==> config.mk <==
export PLATFORM = sky130hd
export DESIGN_NAME = day12_grant_decoder
export DESIGN_NICKNAME = d
export VERILOG_FILES = /design/src/rtl/day12_grant_decoder.sv
export SDC_FILE = /design/constraint.sdc
export NUM_CORES = 1
export LEC_CHECK = 0
export BUFFER_PORTS_ARGS = -buffer_cell sky130_fd_sc_hd__buf_2
export CAP_MARGIN = 20
export CORE_MARGIN = 2
export CORE_UTILIZATION = 25
export CTS_BUF_LIST = sky130_fd_sc_hd__clkbuf_8 sky130_fd_sc_hd__clkbuf_16
export DETAILED_ROUTE_END_ITERATION = 6
export PLACE_DENSITY = 0.46
export SLEW_MARGIN = 15
export SYNTH_ARGS = -nofsm -noshare
export SYNTH_HDL_FRONTEND = slang
export SYNTH_SLANG_ARGS = --single-unit
==> constraint.sdc <==
create_clock -name clk -period 1.4 [get_ports clk]
set_input_delay 0.07 -clock clk [delete_from_list [all_inputs] [get_ports clk]]
set_output_delay 0.07 -clock clk [all_outputs]
set_load 0.1 [all_outputs]
==> src/rtl/day12_grant_decoder.sv <==
// Registered index-to-one-hot grant decoder with hold timeout and one idle gap cycle
// between grants, closing the request/grant loop behind the priority encoder.
module day12_grant_decoder #(
  parameter int unsigned WIDTH    = 8,
  parameter int unsigned IDX_W    = $clog2(WIDTH),
  parameter int unsigned HOLD_MAX = 15
) (
  input  logic             clk,
  input  logic             rst_n,
  input  logic             idx_valid_in,
  input  logic [IDX_W-1:0] idx_in,
  output logic             idx_ready_out,
  input  logic             done_in,
  output logic [WIDTH-1:0] grant_out,
  output logic             busy_out,
  output logic             timeout_out,
  output logic             err_out
);

  localparam int unsigned CntW = $clog2(HOLD_MAX + 1);
  localparam logic [CntW-1:0] CntLast = CntW'(HOLD_MAX - 1);

  typedef enum logic [1:0] {
    StIdle,
    StGrant,
    StGap
  } state_e;

  state_e            state_q, state_d;
  logic [CntW-1:0]   cnt_q, cnt_d;
  logic [WIDTH-1:0]  grant_q, grant_d;
  logic              timeout_q, timeout_d;
  logic              err_q, err_d;

  logic              accept;
  logic              idx_ok;
  logic              hold_expired;
  logic [WIDTH-1:0]  idx_onehot;

  assign accept       = idx_valid_in && (state_q == StIdle);
  // Only reachable as false when WIDTH is not a power of two.
  assign idx_ok       = 32'(idx_in) < WIDTH;
  assign hold_expired = (cnt_q == CntLast);
  assign idx_onehot   = {{(WIDTH-1){1'b0}}, 1'b1} << idx_in;

  always_comb begin
    state_d   = state_q;
    cnt_d     = cnt_q;
    grant_d   = grant_q;
    timeout_d = 1'b0;
    err_d     = 1'b0;

    unique case (state_q)
      StIdle: begin
        if (accept) begin
          if (idx_ok) begin
            grant_d = idx_onehot;
            cnt_d   = '0;
            state_d = StGrant;
          end else begin
            grant_d = '0;
            err_d   = 1'b1;
            state_d = StGap;
          end
        end
      end
      StGrant: begin
        cnt_d = cnt_q + CntW'(1);
        // done_in takes precedence over an expiring hold.
        if (done_in) begin
          grant_d = '0;
          state_d = StGap;
        end else if (hold_expired) begin
          grant_d   = '0;
          timeout_d = 1'b1;
          state_d   = StGap;
        end
      end
      StGap: begin
        grant_d = '0;
        state_d = StIdle;
      end
      default: begin
        grant_d = '0;
        state_d = StIdle;
      end
    endcase
  end

  always_ff @(posedge clk or negedge rst_n) begin
    if (!rst_n) begin
      state_q   <= StIdle;
      cnt_q     <= '0;
      grant_q   <= '0;
      timeout_q <= 1'b0;
      err_q     <= 1'b0;
    end else begin
      state_q   <= state_d;
      cnt_q     <= cnt_d;
      grant_q   <= grant_d;
      timeout_q <= timeout_d;
      err_q     <= err_d;
    end
  end

  assign idx_ready_out = (state_q == StIdle);
  assign busy_out      = (state_q != StIdle);
  assign grant_out     = grant_q;
  assign timeout_out   = timeout_q;
  assign err_out       = err_q;

  a_grant_onehot0 : assert property (@(posedge clk) disable iff (!rst_n) $onehot0(grant_q));
  a_grant_only_in_grant : assert property (@(posedge clk) disable iff (!rst_n)
      (grant_q != '0) |-> (state_q == StGrant));

endmodule

==> impl_metrics.json, run 1 <==
{
  "status": "finished, final reports clean",
  "synth_nets": 65,
  "crit_required_ps": 1540,
  "yosys_warnings": 0,
  "p_int_mw": 1.10,
  "power_frac_comb_pct": 55.2,
  "drt_iter0_drc": 8,
  "p_total_mw": 2.08,
  "dp_hpwl_mm": 1.10,
  "cts.htree.levels": 1,
  "critical_path_class": "reg2reg",
  "finalWirelength_mm": 1.45,
  "rows": 19,
  "drcViolationCount": 0,
  "power_switching_mw": 0.981,
  "power_density_nw_per_um2": 2240,
  "die-area_um2": 3190,
  "rsz0062_at_grt": "true",
  "core-area_um2": 2690,
  "finalMaxSlewViolations": 0,
  "grt_usage_pct": 10.6,
  "peakVddDrop_uv": 2000,
  "syn2layout_area_growth_pct": 35.0,
  "cts_root_buf": "clkbuf_8",
  "io_buffers": 17,
  "synth_top_area_share_pct": 54.4,
  "drv_cap": 0,
  "fin_crit_ps": 1340,
  "clk_pin_slew_worst_paths_ps": 60,
  "synth-seq-cells": 15,
  "synthCells": 56,
  "antenna_found_initial": 0,
  "slowest_delay_ps": 370,
  "cts_buffers": 3,
  "placed_cell_area_um2": 868,
  "end_kind": "flop",
  "synth_cell_types": 27,
  "power_frac_clock_pct": 16.6,
  "die_h_um": 56.5,
  "arrival_ps": 1480,
  "fin_tns_setup_ps": 0,
  "cp-start-kind": "flop",
  "power_frac_seq_pct": 28.2,
  "synth_area_per_cell_um2": 12.3,
  "hold_viol": 0,
  "period_share_pct": 95.9,
  "dr_total_vias": 524,
  "hold_class": "in2reg",
  "start_util_pct": 25.7,
  "crit_family": "flip-flops",
  "wl_per_cell_um": 12.9,
  "crit_buf_inv": 1,
  "crit_chain": "buf_4 -> ha_1 -> mux2_2 -> a22o_2",
  "cts.sinks": 15,
  "dr.pass1.iters": 4,
  "clk_latency_ps": 250,
  "io_pins": 19,
  "synthTopCellsByArea": "dfrtp_1 54%, a22o_1 7.6%, o32ai_4 4.0%",
  "cp_max_fo": 4,
  "antennaDiodeCount": 0,
  "place.gp.congestion": 0.779,
  "grt_pass1_wl_mm": 2.58,
  "yosysSeqAreaShare_pct": 54.4,
  "die_w_um": 56.5,
  "switching_share_pct": 47.1,
  "setup_viol": 0,
  "via_per_inst": 4.68,
  "grt_overflow": 0,
  "grt_max_degree": 16,
  "cts_tree": "yes",
  "synth_top_cell_by_area": "dfrtp_1",
  "final_area_um2": 931,
  "skew_ps": 1.33,
  "clockBufferDepth": 2,
  "synthesis.area_um2": 689,
  "max_freq_mhz": 745,
  "fin_nets": 91,
  "grt_pass1_vias": 531,
  "antenna_left": 0,
  "leakage_nw": 0.453,
  "slowest_stage": "dfrtp_1",
  "drive_gt1_share_pct": 43.2
}
[layer usage]
| layer | GRT usage [%] | wire, um | vias up |
|---|---|---|---|
| li1 | - | - | 256 |
| met4 | 2.04 | 0 | 0 |
| met1 | 13.8 | 707 | 253 |
| met3 | 5.30 | 103 | 0 |
| met5 | 0 | 0 | - |
| met2 | 15.8 | 635 | 15 |
[stage by stage]
stage          worst slack, ps  hold slack, ps  std cells  util [%]
2_1_floorplan             -536            -226         56         -
3_3_place_gp             -3.65           -4.85        107      32.3
3_5_place_dp             -15.5           -2.76        107      32.3
4_1_cts                   16.0            72.2        112      34.7
5_1_grt                  -15.4            82.9        112      34.7
6_report                  58.0            72.4        112      34.7
[cell type report]
class	instances	area (um^2)
Fill cell	281	1760
Clock buffer	3	41.3
Tap cell	31	38.8
Multi-Input combinational cell	37	297
Timing Repair Buffer	23	163
Inverter	2	11.3
Clock inverter	1	5.00
Sequential cell	15	375
[power groups by stage]
stage	logic, mW	registers [mW]	clock network [mW]
floorplan	0.616	0.793	0
global placement	1.15	0.598	0
detailed placement	1.15	0.595	0
CTS	1.16	0.588	0.363
global route	1.22	0.600	0.376
finish	1.15	0.587	0.345
[cells in the mapped netlist]
master and n:
a22o_1 6, a22o_2 1, a32o_1 2, and3_2 1, and3_4 1, buf_4 1, buf_6 1, conb_1 1
dfrtp_1 15, ha_1 2, inv_1 2, mux2_2 1, nand2_1 3, nand2b_1 1, nand3_1 2, nor2_1 3
nor2_2 1, nor2b_1 2, nor3_1 1, nor3b_1 1, o21ai_0 2, o21bai_1 1, o311ai_0 1, o31ai_1 1
o32ai_4 1, or2_2 1, or3b_1 1
[cells in the final DEF, fill, tap and decap left out, types with 2 or more instances in the layout]
cell type / n
buf_12: 2
nand3_1: 2
o21ai_0: 2
and3_4: 2
buf_2: 15
buf_4: 5
nor2_1: 3
a32o_1: 2
clkbuf_8: 3
dfrtp_1: 15
a22o_1: 6
nand2_1: 3
nor2b_1: 2
[sequential cells by signal, indices dropped and copies added, names as in the netlist]
name         count
cnt_q            4
grant_out        8
state_q          2
timeout_out      1
[cell families after synthesis]
group	share of synthesized area, %
simple gates	15.1
buf+inv	3.81
fa+ha+maj	3.63
mux	1.63
other cells	0.544
compound gates	20.9
flops	54.4
[worst paths after layout]
kind                         startpoint      endpoint  slack [ps]  cells past startpoint
max                            cnt_q[0]      cnt_q[2]          60                      4
min                             done_in   timeout_out          70                      2
max reg2reg                    cnt_q[0]      cnt_q[2]          60                      4
min reg2reg                grant_out[5]  grant_out[5]         500                      1
max in group asynchronous         rst_n      cnt_q[2]         890                      2
min in group asynchronous         rst_n  grant_out[1]         260                      2
[what timing repair did]
item,in CTS,in global routing
cloned,0,0
setup endpoints to repair,8,8
endpoints found under the hold margin,15,0
pin swaps,3,4
hold buffers,1,0
resized for setup,2,0
buffers inserted,0,0
Power figures use the tool's default switching activity.
==> inputs of run 2 (changes only) <==
- CTS_BUF_LIST: sky130_fd_sc_hd__clkbuf_8 sky130_fd_sc_hd__clkbuf_16 -> sky130_fd_sc_hd__clkbuf_4
==> impl_metrics.json, run 2 (synthesized netlist as in run 1, its figures left out) <==
{
  "largest_register_ffs": 8,
  "place.gp.congestion": 0.779,
  "drv_cap": 0,
  "slowest_delay_ps": 450,
  "max_freq_mhz": 740,
  "cts.htree.levels": 1,
  "dp_hpwl_mm": 1.10,
  "drcViolationCount": 0,
  "utilization_pct": 34.3,
  "leakage_nw": 0.449,
  "cts_tree": "yes",
  "grt_overflow": 0,
  "crit_chain": "or2_4 -> clkinvlp_4 -> buf_12",
  "arrival_ps": 1280,
  "grt_util_met2_pct": 16.3,
  "period_share_pct": 96.6,
  "core-area_um2": 2690,
  "met1_usage_pct": 13.8,
  "clockBufferDepth": 2,
  "drive_gt1_share_pct": 45.1,
  "end_kind": "output pin",
  "fin_tns_setup_ps": 0,
  "fin_nets": 92,
  "grt_usage_pct": 10.4,
  "crit_family": "flip-flops",
  "cts_root_buf": "clkbuf_4",
  "grt_max_degree": 16,
  "clk_latency_ps": 280,
  "start_util_pct": 25.7,
  "drt_iter0_drc": 14,
  "die_h_um": 56.5,
  "cp-start-kind": "flop",
  "io_buffers": 17,
  "power_density_nw_per_um2": 2170,
  "grt_pass1_vias": 536,
  "top_usage_layer": "met2",
  "final_area_um2": 921,
  "dr_total_vias": 529,
  "hold_viol": 0,
  "wl_per_cell_um": 12.9,
  "grt_pass1_wl_mm": 2.58,
  "syn2layout_area_growth_pct": 33.6,
  "io_pins": 19,
  "cts_buffers": 3,
  "status": "finished, final reports clean",
  "crit_buf_inv": 2,
  "antennaDiodeCount": 0,
  "clk_pin_slew_worst_paths_ps": 90,
  "antenna_left": 0,
  "crit_required_ps": 1330,
  "antenna_found_initial": 0,
  "placed_cell_area_um2": 868,
  "critical_path_class": "reg2out",
  "finalWirelength_mm": 1.46,
  "fin_crit_ps": 1350,
  "die_w_um": 56.5,
  "die-area_um2": 3190,
  "layout_commonest_cell": "buf_2",
  "hold_class": "in2reg",
  "rsz0062_at_grt": "true",
  "dr.pass1.iters": 4,
  "setup_viol": 0,
  "skew_ps": 6.37,
  "use_met3_pct": 4.61,
  "peakVddDrop_uv": 1670,
  "finalMaxSlewViolations": 0,
  "post-place-cells": 107,
  "fin_cells": 113,
  "rows": 19,
  "via_per_inst": 4.68,
  "cp_max_fo": 6,
  "cts.sinks": 15,
  "regToRegSetupSlack_ps": 50,
  "slowest_stage": "dfrtp_2",
  "mostFrequentLayoutCells": "15 x buf_2, 14 x dfrtp_1, 6 x a22o_1, 6 x buf_4"
}
[run 2: changes by cell type in the layout (fill, tap and decap cells not counted), sizes merged]
cell | previous run | this run
buf | 22 | 23
[run 2: through the flow]
stage	setup WS (ps)	hold WS, ps	power, mW
2_1_floorplan	-536	-226	1.41
3_3_place_gp	-3.65	-4.85	1.75
3_5_place_dp	-15.5	-2.76	1.74
4_1_cts	15.2	21.7	2.01
5_1_grt	-18.2	32.6	2.11
6_report	48.1	28.0	2.00
[run 2: report_power, final]
| part | internal, mW | switching (mW) |
|---|---|---|
| clock network | 0.106 | 0.139 |
| logic | 0.396 | 0.772 |
| registers | 0.523 | 0.0657 |
[run 2: area by class of cell]
class	instances	area, um^2
clock buffers	3	22.5
clock inverters	1	5.00
fillers	279	1770
inverters	2	11.3
multi-input cells	37	297
flip-flops and latches	15	377
well taps	31	38.8
repair buffers	24	170
[run 2: path summary, 6_finish.rpt]
| check | from | end | depth (start not counted) |
|---|---|---|---|
| max reg2reg | cnt_q[0] | cnt_q[2] | 4 |
| min | done_in | timeout_out | 2 |
| min reg2reg | grant_out[5] | grant_out[5] | 1 |
| max | state_q[0] | idx_ready_out | 3 |
| max in group asynchronous | rst_n | state_q[0] | 2 |
| min in group asynchronous | rst_n | grant_out[1] | 2 |
[run 2: per-layer routing]
metal | vias to the layer above | wire (um)
met1 | 258 | 706
met4 | 0 | 0
met2 | 15 | 663
li1 | 256 | -
met5 | - | 0
met3 | 0 | 87
[run 2: repair_timing]
item / in CTS / in global routing
pin swaps: 3 / 4
buffers inserted: 0 / 1
hold buffers: 1 / 0
endpoints found under the hold margin: 15 / 0
endpoints found under the setup margin: 8 / 9
resized for setup: 2 / 1
gates cloned: 0 / 0
[run 2: worst reg2reg max path: cells and delay by family (launching register included)]
| kind | cells | cell delay (ps) |
|---|---|---|
| DFF | 1 | 380 |
| muxes | 1 | 270 |
| AOI/OAI and AO/OA | 1 | 250 |
| adders and majority gates | 1 | 200 |
| buffers and inverters | 1 | 150 |
==> inputs of run 3 (changes only) <==
- PLACE_DENSITY: 0.46 -> unset
- PLACE_DENSITY_LB_ADDON: unset -> 0.3
==> impl_metrics.json, run 3 (synthesized netlist as in run 1, its figures left out) <==
{
  "cp-start-kind": "flop",
  "cp_max_fo": 3,
  "hold_viol": 0,
  "start_util_pct": 25.7,
  "drt_iter0_drc": 14,
  "rows": 19,
  "wl_per_cell_um": 12.7,
  "cts.sinks": 15,
  "final_area_um2": 916,
  "drv_cap": 0,
  "layout_commonest_cell": "buf_2",
  "grt_overflow": 0,
  "placed_cell_area_um2": 861,
  "fin_tns_setup_ps": 0,
  "syn2layout_area_growth_pct": 32.8,
  "crit_required_ps": 1580,
  "clk_pin_slew_worst_paths_ps": 90,
  "status": "finished, final reports clean",
  "io_pins": 19,
  "drcViolationCount": 0,
  "leakage_nw": 0.440,
  "clockBufferDepth": 2,
  "place.gp.congestion": 0.770,
  "period_share_pct": 98.9,
  "io_buffers": 17,
  "antenna_found_initial": 0,
  "crit_buf_inv": 1,
  "die_h_um": 56.5,
  "grt_pass1_vias": 543,
  "end_kind": "flop",
  "fin_nets": 90,
  "crit_chain": "buf_4 -> ha_1 -> mux2_2 -> a22o_2",
  "cts.htree.levels": 1,
  "clk_latency_ps": 280,
  "critical_path_class": "reg2reg",
  "peakVddDrop_uv": 1460,
  "dr_total_vias": 520,
  "arrival_ps": 1560,
  "max_freq_mhz": 722,
  "core-area_um2": 2690,
  "via_per_inst": 4.68,
  "dr.pass1.iters": 4,
  "largest_register_ffs": 8,
  "slowest_delay_ps": 420,
  "multi_input_area_um2": 307,
  "die_w_um": 56.5,
  "rsz0062_at_grt": "true",
  "fin_crit_ps": 1380,
  "die-area_um2": 3190,
  "drive_gt1_share_pct": 45.0,
  "post_cts_buffers": 0,
  "finalMaxSlewViolations": 0,
  "mostFrequentLayoutCells": "15 x buf_2, 14 x dfrtp_1, 6 x a22o_1, 4 x buf_4",
  "cts_tree": "yes",
  "cts_root_buf": "clkbuf_4",
  "grt_max_degree": 16,
  "antennaDiodeCount": 0,
  "antenna_left": 0,
  "grt_usage_pct": 9.91,
  "setup_ws_ps": 15.5,
  "fillCellCount": 279,
  "crit_family": "flip-flops",
  "hold_class": "in2reg",
  "register_area_um2": 377,
  "setup_viol": 0,
  "power_density_nw_per_um2": 2170,
  "grt_pass1_wl_mm": 2.41,
  "cts_buffers": 3,
  "slowest_stage": "dfrtp_1",
  "dp_hpwl_mm": 1.12,
  "finalWirelength_mm": 1.41,
  "skew_ps": 2.69,
  "pre_cts_ws_ps": -36.1
}
run 3: cell types whose count changed in the layout (fill, tap and decap cells not counted), sizes merged:
cell	previous run	this run
buf	23	21
run 3: routing by layer:
| layer | up-vias | routed length (um) | track usage, % |
|---|---|---|---|
| met1 | 250 | 633 | 11.4 |
| met5 | - | 0 | 0 |
| met2 | 19 | 652 | 16.4 |
| li1 | 251 | - | - |
| met3 | 0 | 120 | 5.76 |
| met4 | 0 | 0 | 1.02 |
run 3: repair_timing:
action,CTS,global route
hold endpoints to repair,15,0
setup endpoints to repair,8,10
pin swaps,7,5
hold buffers,1,0
cloned,0,0
gates resized for setup,2,3
run 3: final timing paths:
path | from | to | slack [ps] | cells past startpoint
worst min register to register | grant_out[5] | grant_out[5] | 500 | 1
min in group asynchronous | rst_n | grant_out[0] | 210 | 2
worst max register to register | cnt_q[1] | cnt_q[2] | 20 | 4
max in group asynchronous | rst_n | state_q[0] | 920 | 2
worst min-delay path | done_in | timeout_out | 20 | 2
worst max-delay path | cnt_q[1] | cnt_q[2] | 20 | 4
run 3: final cells by class:
type                    instances  share of cell area [%]
flip-flops and latches         15                    41.1
multi-input cells              37                    33.5
repair buffers                 22                    16.9
well taps                      31                    4.23
clock buffers                   3                    2.46
inverters                       2                    1.23
clock inverters                 1                   0.546
run 3: worst reg2reg max path, stage by stage (launching register included):
cell and delay (ps):
dfrtp_1 420, buf_4 150, ha_1 180, mux2_2 270, a22o_2 260
run 3: per-stage QoR:
step	hold WS [ps]	std cells	power (mW)	utilization, %
after floorplan	-226	56	1.41	-
final	19.6	111	1.99	34.1
after global routing	4.40	111	2.11	34.1
after detailed placement	-4.55	106	1.73	32.0
after CTS	4.79	111	1.99	33.7
after global placement	-10.7	106	1.72	32.0
run 3: power by group:
group	switching (mW)	leakage (nW)	internal (mW)
clock network	0.140	0.0177	0.106
logic	0.757	0.220	0.378
registers	0.0823	0.202	0.523
total	0.979	0.440	1.01
